--- config.mk ---
export PLATFORM = sky130hd
export DESIGN_NAME = mips32_muldiv_ctrl_flat
export DESIGN_NICKNAME = d
export VERILOG_FILES = /design/src/rtl/mips32_muldiv_pkg.sv /design/src/rtl/mips32_muldiv_if.sv /design/src/rtl/mips32_muldiv_step.sv /design/src/rtl/mips32_muldiv_ctrl.sv /design/src/flat_wrapper.sv
export SDC_FILE = /design/constraint.sdc
export NUM_CORES = 1
export LEC_CHECK = 0
export ABC_AREA = 1
export CAP_MARGIN = 20
export CORE_ASPECT_RATIO = 1.4
export CORE_MARGIN = 4
export CORE_UTILIZATION = 54
export CTS_CLUSTER_DIAMETER = 60
export DETAILED_ROUTE_END_ITERATION = 16
export GPL_TIMING_DRIVEN = 0
export PLACE_DENSITY = 0.78
export SETUP_SLACK_MARGIN = 0.1
export SYNTH_ARGS = -nofsm -noshare
export SYNTH_HDL_FRONTEND = slang
export SYNTH_HIERARCHICAL = 1
export SYNTH_SLANG_ARGS = --single-unit
--- constraint.sdc ---
create_clock -name clk -period 8.26 [get_ports clk]
set_input_delay 2.478 -clock clk [delete_from_list [all_inputs] [get_ports clk]]
set_output_delay 2.478 -clock clk [all_outputs]
set_load 0.005 [all_outputs]
--- src/rtl/mips32_muldiv_pkg.sv ---
// Shared types for the MIPS32 HI/LO multiply/divide sequencer.
// MADD/MADDU codes only execute when MIPS32_MULDIV_MADD_EN is defined.
package mips32_muldiv_pkg;

  localparam int N_DEFAULT = 32;

  typedef enum logic [3:0] {
    OP_MULT  = 4'd0,
    OP_MULTU = 4'd1,
    OP_DIV   = 4'd2,
    OP_DIVU  = 4'd3,
    OP_MTHI  = 4'd4,
    OP_MTLO  = 4'd5,
    OP_MFHI  = 4'd6,
    OP_MFLO  = 4'd7,
    OP_MADD  = 4'd8,
    OP_MADDU = 4'd9
  } op_e;

  typedef enum logic [1:0] {
    ST_IDLE  = 2'd0,
    ST_CALC  = 2'd1,
    ST_FIXUP = 2'd2
  } state_e;

endpackage

--- src/rtl/mips32_muldiv_if.sv ---
// Issue-side request port, flush, completion and HI/LO view of the sequencer.
interface mips32_muldiv_if
  import mips32_muldiv_pkg::*;
#(
  parameter int N = N_DEFAULT
);
  logic         req_val;
  logic         req_rdy;
  op_e          req_op;
  logic [N-1:0] req_rs;
  logic [N-1:0] req_rt;
  logic         kill;
  logic         busy;
  logic         done;
  logic         div_by_zero;
  logic         rsp_val;
  logic [N-1:0] rsp_dat;
  logic [N-1:0] hi;
  logic [N-1:0] lo;

  modport master (
    output req_val, req_op, req_rs, req_rt, kill,
    input  req_rdy, busy, done, div_by_zero, rsp_val, rsp_dat, hi, lo
  );

  modport slave (
    input  req_val, req_op, req_rs, req_rt, kill,
    output req_rdy, busy, done, div_by_zero, rsp_val, rsp_dat, hi, lo
  );
endinterface

--- src/rtl/mips32_muldiv_step.sv ---
// One iteration of the unsigned datapath: shift-add multiply or restoring divide.
// acc holds {partial product, multiplier} or {remainder, dividend/quotient}.
module mips32_muldiv_step #(
  parameter int N = 32
) (
  input  logic           is_div,
  input  logic [2*N-1:0] acc,
  input  logic [N-1:0]   opnd,
  output logic [2*N-1:0] acc_next,
  output logic           q_bit
);
  logic [N:0] add_sum;
  logic [N:0] shifted;
  logic [N:0] diff;

  always_comb begin
    add_sum  = {1'b0, acc[2*N-1:N]} + (acc[0] ? {1'b0, opnd} : '0);
    shifted  = {acc[2*N-1:N], acc[N-1]};
    diff     = shifted - {1'b0, opnd};
    q_bit    = 1'b0;
    acc_next = {add_sum, acc[N-1:1]};
    if (is_div) begin
      // No borrow out of the trial subtraction means the quotient bit is 1.
      q_bit    = ~diff[N];
      acc_next = {(q_bit ? diff[N-1:0] : shifted[N-1:0]), acc[N-2:0], 1'b0};
    end
  end
endmodule

--- src/rtl/mips32_muldiv_ctrl.sv ---
// HI/LO owner and bit-serial MULT/DIV sequencer (IDLE -> CALC x N -> FIXUP).
// Define MIPS32_MULDIV_MADD_EN to execute MADD/MADDU as accumulate into {HI,LO}.
module mips32_muldiv_ctrl
  import mips32_muldiv_pkg::*;
#(
  parameter int N  = N_DEFAULT,
  parameter int CW = $clog2(N) + 1
) (
  input logic            clk,
  input logic            rst,
  mips32_muldiv_if.slave bus
);
  state_e         state_q, state_d;
  logic [N-1:0]   hi_q, hi_d, lo_q, lo_d, opnd_q, opnd_d, rsp_dat_q, rsp_dat_d;
  logic [2*N-1:0] acc_q, acc_d, step_acc;
  logic [CW-1:0]  cnt_q, cnt_d;
  logic           is_div_q, is_div_d, neg_res_q, neg_res_d, neg_rem_q, neg_rem_d;
  logic           dbz_q, dbz_d, done_q, done_d, dbz_pulse_q, dbz_pulse_d;
  logic           rsp_val_q, rsp_val_d;
  logic           accept, mul_op, div_op, signed_op, rs_neg, rt_neg, q_bit;
  logic [N-1:0]   rs_mag, rt_mag, quot_s, rem_s;
  logic [2*N-1:0] prod_s;
`ifdef MIPS32_MULDIV_MADD_EN
  logic           madd_op, madd_q, madd_d;
`endif

  assign bus.req_rdy     = (state_q == ST_IDLE) && !bus.kill;
  assign bus.busy        = (state_q != ST_IDLE);
  assign bus.done        = done_q;
  assign bus.div_by_zero = dbz_pulse_q;
  assign bus.rsp_val     = rsp_val_q;
  assign bus.rsp_dat     = rsp_dat_q;
  assign bus.hi          = hi_q;
  assign bus.lo          = lo_q;
  assign accept          = bus.req_val && bus.req_rdy;

  mips32_muldiv_step #(.N(N)) u_step (
    .is_div   (is_div_q),
    .acc      (acc_q),
    .opnd     (opnd_q),
    .acc_next (step_acc),
    .q_bit    (q_bit)
  );

  always_comb begin
    mul_op    = 1'b0;
    div_op    = 1'b0;
    signed_op = 1'b0;
`ifdef MIPS32_MULDIV_MADD_EN
    madd_op   = 1'b0;
`endif
    case (bus.req_op)
      OP_MULT:  begin mul_op = 1'b1; signed_op = 1'b1; end
      OP_MULTU: mul_op = 1'b1;
      OP_DIV:   begin div_op = 1'b1; signed_op = 1'b1; end
      OP_DIVU:  div_op = 1'b1;
`ifdef MIPS32_MULDIV_MADD_EN
      OP_MADD:  begin mul_op = 1'b1; signed_op = 1'b1; madd_op = 1'b1; end
      OP_MADDU: begin mul_op = 1'b1; madd_op = 1'b1; end
`endif
      default:  ;
    endcase
    rs_neg = signed_op && bus.req_rs[N-1];
    rt_neg = signed_op && bus.req_rt[N-1];
    rs_mag = rs_neg ? -bus.req_rs : bus.req_rs;
    rt_mag = rt_neg ? -bus.req_rt : bus.req_rt;
    prod_s = neg_res_q ? -acc_q : acc_q;
    quot_s = neg_res_q ? -acc_q[N-1:0] : acc_q[N-1:0];
    rem_s  = neg_rem_q ? -acc_q[2*N-1:N] : acc_q[2*N-1:N];
  end

  always_comb begin
    state_d     = state_q;
    hi_d        = hi_q;
    lo_d        = lo_q;
    opnd_d      = opnd_q;
    acc_d       = acc_q;
    cnt_d       = cnt_q;
    is_div_d    = is_div_q;
    neg_res_d   = neg_res_q;
    neg_rem_d   = neg_rem_q;
    dbz_d       = dbz_q;
    rsp_dat_d   = rsp_dat_q;
    done_d      = 1'b0;
    dbz_pulse_d = 1'b0;
    rsp_val_d   = 1'b0;
`ifdef MIPS32_MULDIV_MADD_EN
    madd_d      = madd_q;
`endif
    unique case (state_q)
      ST_IDLE: begin
        if (accept && (mul_op || div_op)) begin
          state_d   = ST_CALC;
          cnt_d     = CW'(N);
          is_div_d  = div_op;
          neg_res_d = rs_neg ^ rt_neg;
          neg_rem_d = rs_neg;
          dbz_d     = div_op && (bus.req_rt == '0);
          acc_d     = {{N{1'b0}}, (div_op ? rs_mag : rt_mag)};
          opnd_d    = div_op ? rt_mag : rs_mag;
`ifdef MIPS32_MULDIV_MADD_EN
          madd_d    = madd_op;
`endif
        end else if (accept) begin
          case (bus.req_op)
            OP_MTHI: hi_d = bus.req_rs;
            OP_MTLO: lo_d = bus.req_rs;
            OP_MFHI: begin rsp_val_d = 1'b1; rsp_dat_d = hi_q; end
            OP_MFLO: begin rsp_val_d = 1'b1; rsp_dat_d = lo_q; end
            default: ;
          endcase
        end
      end
      ST_CALC: begin
        if (bus.kill) begin
          state_d = ST_IDLE;
        end else begin
          // The quotient bit drops into the LSB vacated by the shift.
          acc_d = {step_acc[2*N-1:1], step_acc[0] | q_bit};
          cnt_d = cnt_q - CW'(1);
          if (cnt_q == CW'(1)) state_d = ST_FIXUP;
        end
      end
      ST_FIXUP: begin
        state_d = ST_IDLE;
        if (!bus.kill) begin
          done_d = 1'b1;
          if (is_div_q) begin
            hi_d        = rem_s;
            lo_d        = dbz_q ? {N{1'b1}} : quot_s;
            dbz_pulse_d = dbz_q;
          end else begin
`ifdef MIPS32_MULDIV_MADD_EN
            {hi_d, lo_d} = madd_q ? ({hi_q, lo_q} + prod_s) : prod_s;
`else
            {hi_d, lo_d} = prod_s;
`endif
          end
        end
      end
      default: state_d = ST_IDLE;
    endcase
  end

  always_ff @(posedge clk or posedge rst) begin
    if (rst) begin
      state_q     <= ST_IDLE;
      hi_q        <= '0;
      lo_q        <= '0;
      opnd_q      <= '0;
      acc_q       <= '0;
      cnt_q       <= '0;
      is_div_q    <= 1'b0;
      neg_res_q   <= 1'b0;
      neg_rem_q   <= 1'b0;
      dbz_q       <= 1'b0;
      rsp_dat_q   <= '0;
      done_q      <= 1'b0;
      dbz_pulse_q <= 1'b0;
      rsp_val_q   <= 1'b0;
`ifdef MIPS32_MULDIV_MADD_EN
      madd_q      <= 1'b0;
`endif
    end else begin
      state_q     <= state_d;
      hi_q        <= hi_d;
      lo_q        <= lo_d;
      opnd_q      <= opnd_d;
      acc_q       <= acc_d;
      cnt_q       <= cnt_d;
      is_div_q    <= is_div_d;
      neg_res_q   <= neg_res_d;
      neg_rem_q   <= neg_rem_d;
      dbz_q       <= dbz_d;
      rsp_dat_q   <= rsp_dat_d;
      done_q      <= done_d;
      dbz_pulse_q <= dbz_pulse_d;
      rsp_val_q   <= rsp_val_d;
`ifdef MIPS32_MULDIV_MADD_EN
      madd_q      <= madd_d;
`endif
    end
  end
endmodule

--- src/flat_wrapper.sv ---
// flat-port wrapper written by rule: the top's interface ports become plain ports
module mips32_muldiv_ctrl_flat import mips32_muldiv_pkg::*;
#(
  parameter int N  = N_DEFAULT,
  parameter int CW = $clog2(N) + 1
)
  (clk, rst, bus_req_val, bus_req_op, bus_req_rs, bus_req_rt, bus_kill, bus_req_rdy, bus_busy, bus_done, bus_div_by_zero, bus_rsp_val, bus_rsp_dat, bus_hi, bus_lo);
  mips32_muldiv_if #(.N(N)) bus_i ();
  input logic clk;
  input logic rst;
  input wire logic [$bits(bus_i.req_val)-1:0] bus_req_val;
  input wire logic [$bits(bus_i.req_op)-1:0] bus_req_op;
  input wire logic [$bits(bus_i.req_rs)-1:0] bus_req_rs;
  input wire logic [$bits(bus_i.req_rt)-1:0] bus_req_rt;
  input wire logic [$bits(bus_i.kill)-1:0] bus_kill;
  output wire logic [$bits(bus_i.req_rdy)-1:0] bus_req_rdy;
  output wire logic [$bits(bus_i.busy)-1:0] bus_busy;
  output wire logic [$bits(bus_i.done)-1:0] bus_done;
  output wire logic [$bits(bus_i.div_by_zero)-1:0] bus_div_by_zero;
  output wire logic [$bits(bus_i.rsp_val)-1:0] bus_rsp_val;
  output wire logic [$bits(bus_i.rsp_dat)-1:0] bus_rsp_dat;
  output wire logic [$bits(bus_i.hi)-1:0] bus_hi;
  output wire logic [$bits(bus_i.lo)-1:0] bus_lo;
  assign bus_i.req_val = bus_req_val;
  assign bus_i.req_op = bus_req_op;
  assign bus_i.req_rs = bus_req_rs;
  assign bus_i.req_rt = bus_req_rt;
  assign bus_i.kill = bus_kill;
  assign bus_req_rdy = bus_i.req_rdy;
  assign bus_busy = bus_i.busy;
  assign bus_done = bus_i.done;
  assign bus_div_by_zero = bus_i.div_by_zero;
  assign bus_rsp_val = bus_i.rsp_val;
  assign bus_rsp_dat = bus_i.rsp_dat;
  assign bus_hi = bus_i.hi;
  assign bus_lo = bus_i.lo;
  mips32_muldiv_ctrl #(.N(N), .CW(CW)) u_core (.clk(clk), .rst(rst), .bus(bus_i));
endmodule
Word-level counts from Yosys, hierarchy flattened
Index checks and enable logic that the tools add are counted.
Widths: inputs -> output; s select.
{ "op_classes": {"mux": 47, "eq_ne": 18, "reduce_logical": 25, "add_sub_neg": 8, "n_bitwise": 4} }
{ "ops": {"columns": ["op", "count"], "rows": [
  ["$mux 32", 19],
  ["$mux 64", 4],
  ["$pmux 32 s2", 3],
  ["$neg 32->32", 4],
  ["$pmux 64 s2", 1],
  ["$neg 64->64", 1],
  ["$add 32x33->33", 1],
  ["$sub 33x32->33", 1],
  ["$logic_not 32->1", 1],
  ["$eq 4x3->1 const B", 4],
  ["$mux 1", 13],
  ["$mux 6", 2],
  ["$ne 2x2->1 const B", 6],
  ["$pmux 6 s2", 1],
  ["$reduce_and 5->1", 2],
  ["$eq 4x2->1 const B", 2],
  ["$reduce_bool 2->1", 4],
  ["$reduce_or 2->1", 4],
  ["$eq 6x1->1 const B", 1],
  ["$logic_and 1x1->1", 6],
  ["$mux 2", 3],
  ["$sub 6x1->6 const B", 1],
  ["$eq 4x1->1 const B", 1],
  ["$logic_not 4->1", 1],
  ["14 further kinds", 16]
]} }
{ "totals": {"inputBits": 72, "ff_bits": 207, "word_cells": 116} }

Logic depth before layout (Yosys ltp)
{ "depth": {"word_depth": 8, "depth_mapped": 20, "depth_no_buf": 19} }

Hierarchy
Netlist, hierarchy kept.
{ "by_module_without_submodules": {"columns": ["mod", "instances", "area_per_inst_um2", "cells_each"], "rows": [
  ["mips32_muldiv_ctrl", 1, 13913.3, 2183],
  ["mips32_muldiv_step", 1, 6266.0, 1295]
]} }

Worst setup path before layout
No wires, ideal clock.
{ "synth_timing": {"path_kind": "input port to output port", "startpoint": "input port bus_kill", "endpoint": "output port bus_req_rdy", "n_path_buf": 0, "arrival_ps": 2577, "slack_ps": 3205, "stages": 1, "path_cell_list": "nor2_4"} }
{ "synth_between": {"elab_chain_len": 2} }
{ "synth_rtl": {"columns": ["element", "line", "source"], "rows": [
  ["start: declaration", "flat_wrapper.sv:15", "input wire logic [$bits(bus_i.kill)-1:0] bus_kill;"],
  ["$logic_not 1->1", "mips32_muldiv_ctrl.sv:27", "assign bus.req_rdy = (state_q == ST_IDLE) && !bus.kill;"],
  ["$logic_and 1x1->1", "mips32_muldiv_ctrl.sv:27", null],
  ["end: declaration", "flat_wrapper.sv:16", "output wire logic [$bits(bus_i.req_rdy)-1:0] bus_req_rdy;"]
]} }
No other way between the ends.

Worst setup path in the final report
Same ends and word-level chain as after synthesis.

==> flow_summary.toml <==
[status]
status = "completed"

[route]
drtIter0Drc = 2969
firstDrtPassIters = 6
finalWirelength_um = 97000
postRouteAntennaNets = 0
drc = 0
wl_per_cell_um = 23.3
vias = 25500
avgViaCountPerCell = 6.12

[final_layout]
instances_no_fill = 4166
synthToLayoutAreaGrowth_pct = 16.0
post-route-util = 0.637
mostFrequentLayoutCells = "nand2_1, nor2_1, inv_1, nand3_1, dfrtp_1"
final_common_cell = "nand2_1"
layout-drive-gt1-share = 0.0473
n_fill_cell = 3635
nets = 3822

[clock_network]
cts_buffers = 24
clkLatencyLatePin_ps = 570
cts.clk_slew.worst_paths_ps = 60
clock-sinks = 207
cts_max_level = 1
cts_root_buf = "clkbuf_16"
cts_resized = 0
post-cts-setup-buffer-count = 0
cts_tree = "done"
cts_hold_buf = 0
cts.path.max_buffers = 3

[worst_setup_path]
arrival_ps = 3780
path_max_fanout = 6
path_class = "input pin to primary output"
crit_chain = "clkdlybuf4s50_1, nor2_4, clkdlybuf4s50_1"
crit_slowest_cell = "clkdlybuf4s50_1"
required_ps = 5780
max_stage_delay_ps = 570
critPathLaunchType = "input pin"
end_kind = "primary output"
reg2reg_slack_ps = 4400
cp_common_cell = "clkdlybuf4s50_1"

[grt]
grt_max_degree = 112
gr-usage-met3 = 0.148
overflow = 0
use_met2 = 0.726
grt.met1_usage = 0.509
busiest_layer = "met2"
grt_usage = 0.470
grt_pass1_wl_um = 144000
first_global_vias = 24300
antenna_found_initial = 6

[yosys]
synth_cells = 3478
ys_top_cells_by_area = "dfrtp_1, nand2_1, nor2_1"
ys_types = 45
synth-async-reset-ratio = 1.00
yosys_warnings = 6
netlist_area_um2 = 20200
yosys_most_used_dff = "dfrtp_1"
avgSynthCellArea_um2 = 5.80
synth-edff-count = 0
netlist.area_leader.share = 0.257
ys_ff_latch = 207
syn_nets = 3622
synth_top_area_cell = "dfrtp_1"
yosysSeqAreaShare = 0.257

[placement]
dp_hpwl_um = 77400
gp_congestion = 1.13
place_inst = 4118
portBuffers = 172

[timing]
setup_viol = 0
rsz0062_at_grt = "false"
hold_viol = 0
maxSlewHeadroom = 0.243
hold-worst-slack_ps = 506
max_freq_mhz = 160
fin_crit_ps = 6250
skew_ps = 37.3
post-route-period-util = 0.757
worst_pin_slew_ps = 1130
drv_slew = 0
finalSetupTns_ps = 0

[power_and_ir_drop]
pwr-share-seq = 0.313
internal_power_w = 0.00292
irDropWorstVdd_mv = 0.229
power.switching_w = 0.00246
switching_share = 0.457
combinationalPowerShare = 0.469
power_w = 0.00538
leakagePower_nw = 12.0
clock_power_share = 0.218
power.density_nw_per_um2 = 230

[die]
rows = 83
die_x_um = 171
io_pins = 173
die_area_um2 = 40600
start_util = 0.549
die_y_um = 237
core_area_um2 = 36800

[flow_run]
maxCapViolations = 0

[min_path]
hp-class = "flip-flop to flip-flop"
==> worst max-delay path: cells and delay by family <==
kind | cells | cell delay, ps
buffers and inverters | 2 | 1100
and+or+nand+nor | 1 | 190
==> synth_stat cells, drive strengths merged (2+ instances only) <==
master	instances
or2	16
buf	51
ha	70
o21bai	2
o211ai	19
a31oi	36
nand3	376
o21ai	196
o31ai	3
clkbuf	71
nor3	28
o22ai	3
nor2	516
a21o	5
fa	2
nand2	1134
a22oi	11
o221ai	6
o21a	8
a21oi	201
and2	4
dfrtp	207
nand4	14
xnor2	15
xor2	38
inv	422
nand3b	22
==> layer usage <==
| layer | wire, um | vias up | share of wire |
|---|---|---|---|
| met5 | 41 | - | 0.00042 |
| met3 | 11200 | 579 | 0.12 |
| li1 | - | 11500 | - |
| met4 | 11700 | 6 | 0.12 |
| met2 | 42500 | 1796 | 0.44 |
| met1 | 31500 | 11600 | 0.32 |
==> cells by family (layout without fill, tap and decap cells) <==
family	after synthesis	after routing	share of synthesized area
buf+inv	545	763	0.107
flops	207	207	0.257
compound gates	491	491	0.133
xor+xnor	53	53	0.0230
other cells	0	3	0
fa+ha+maj	72	72	0.0454
simple gates	2110	2110	0.436
==> final timing paths <==
path,startpoint,endpoint,cells after the start
setup / recovery,bus_kill,bus_req_rdy,3
hold / removal,u_core/cnt_q[5],u_core/cnt_q[5],2
setup reg to reg,u_core/acc_q[0],u_core/acc_q[48],14
hold reg to reg,u_core/cnt_q[5],u_core/cnt_q[5],2
max in group asynchronous,rst,u_core/bus.done,3
min in group asynchronous,rst,u_core/acc_q[55],2
==> metrics by stage <==
step                instance area (um2)  setup slack [ps]
floorplan                         20200               130
global placement                  22500             -2410
detailed placement                22500              2010
CTS                               23400              2010
global route                      23400              1970
finish                            23400              2010
==> power groups by stage <==
stage,clock network [W],logic (W),registers (W)
after detailed placement,0,0.00242,0.00166
after CTS,0.00117,0.00244,0.00165
final,0.00118,0.00253,0.00168
after global routing,0.00122,0.00276,0.00170
after floorplan,0,0.00150,0.00151
after global placement,0,0.00237,0.00165
==> registers in the layout, indices dropped and copies added, names as in the netlist <==
signal,count
u_core/acc_q,64
u_core/bus.hi,32
u_core/bus.lo,32
u_core/bus.rsp_dat,32
u_core/opnd_q,32
u_core/cnt_q,6
u_core/state_q,2
u_core/bus.div_by_zero,1
u_core/bus.done,1
u_core/bus.rsp_val,1
u_core/dbz_q,1
u_core/is_div_q,1
u_core/neg_rem_q,1
u_core/neg_res_q,1
==> final cells by class <==
class                           count  area (um2)  area share
Inverter                          423        1600      0.0683
Tap cell                          467         584      0.0250
Timing Repair Buffer              174        1760      0.0750
Clock buffer                       31         677      0.0289
Clock inverter                     13         196     0.00839
Sequential cell                   207        5180       0.221
Antenna cell                        3        7.51    0.000321
Multi-Input combinational cell   2726       12800       0.549
Buffer                            122         561      0.0239
Note: power is estimated with default switching activity, not from simulation.
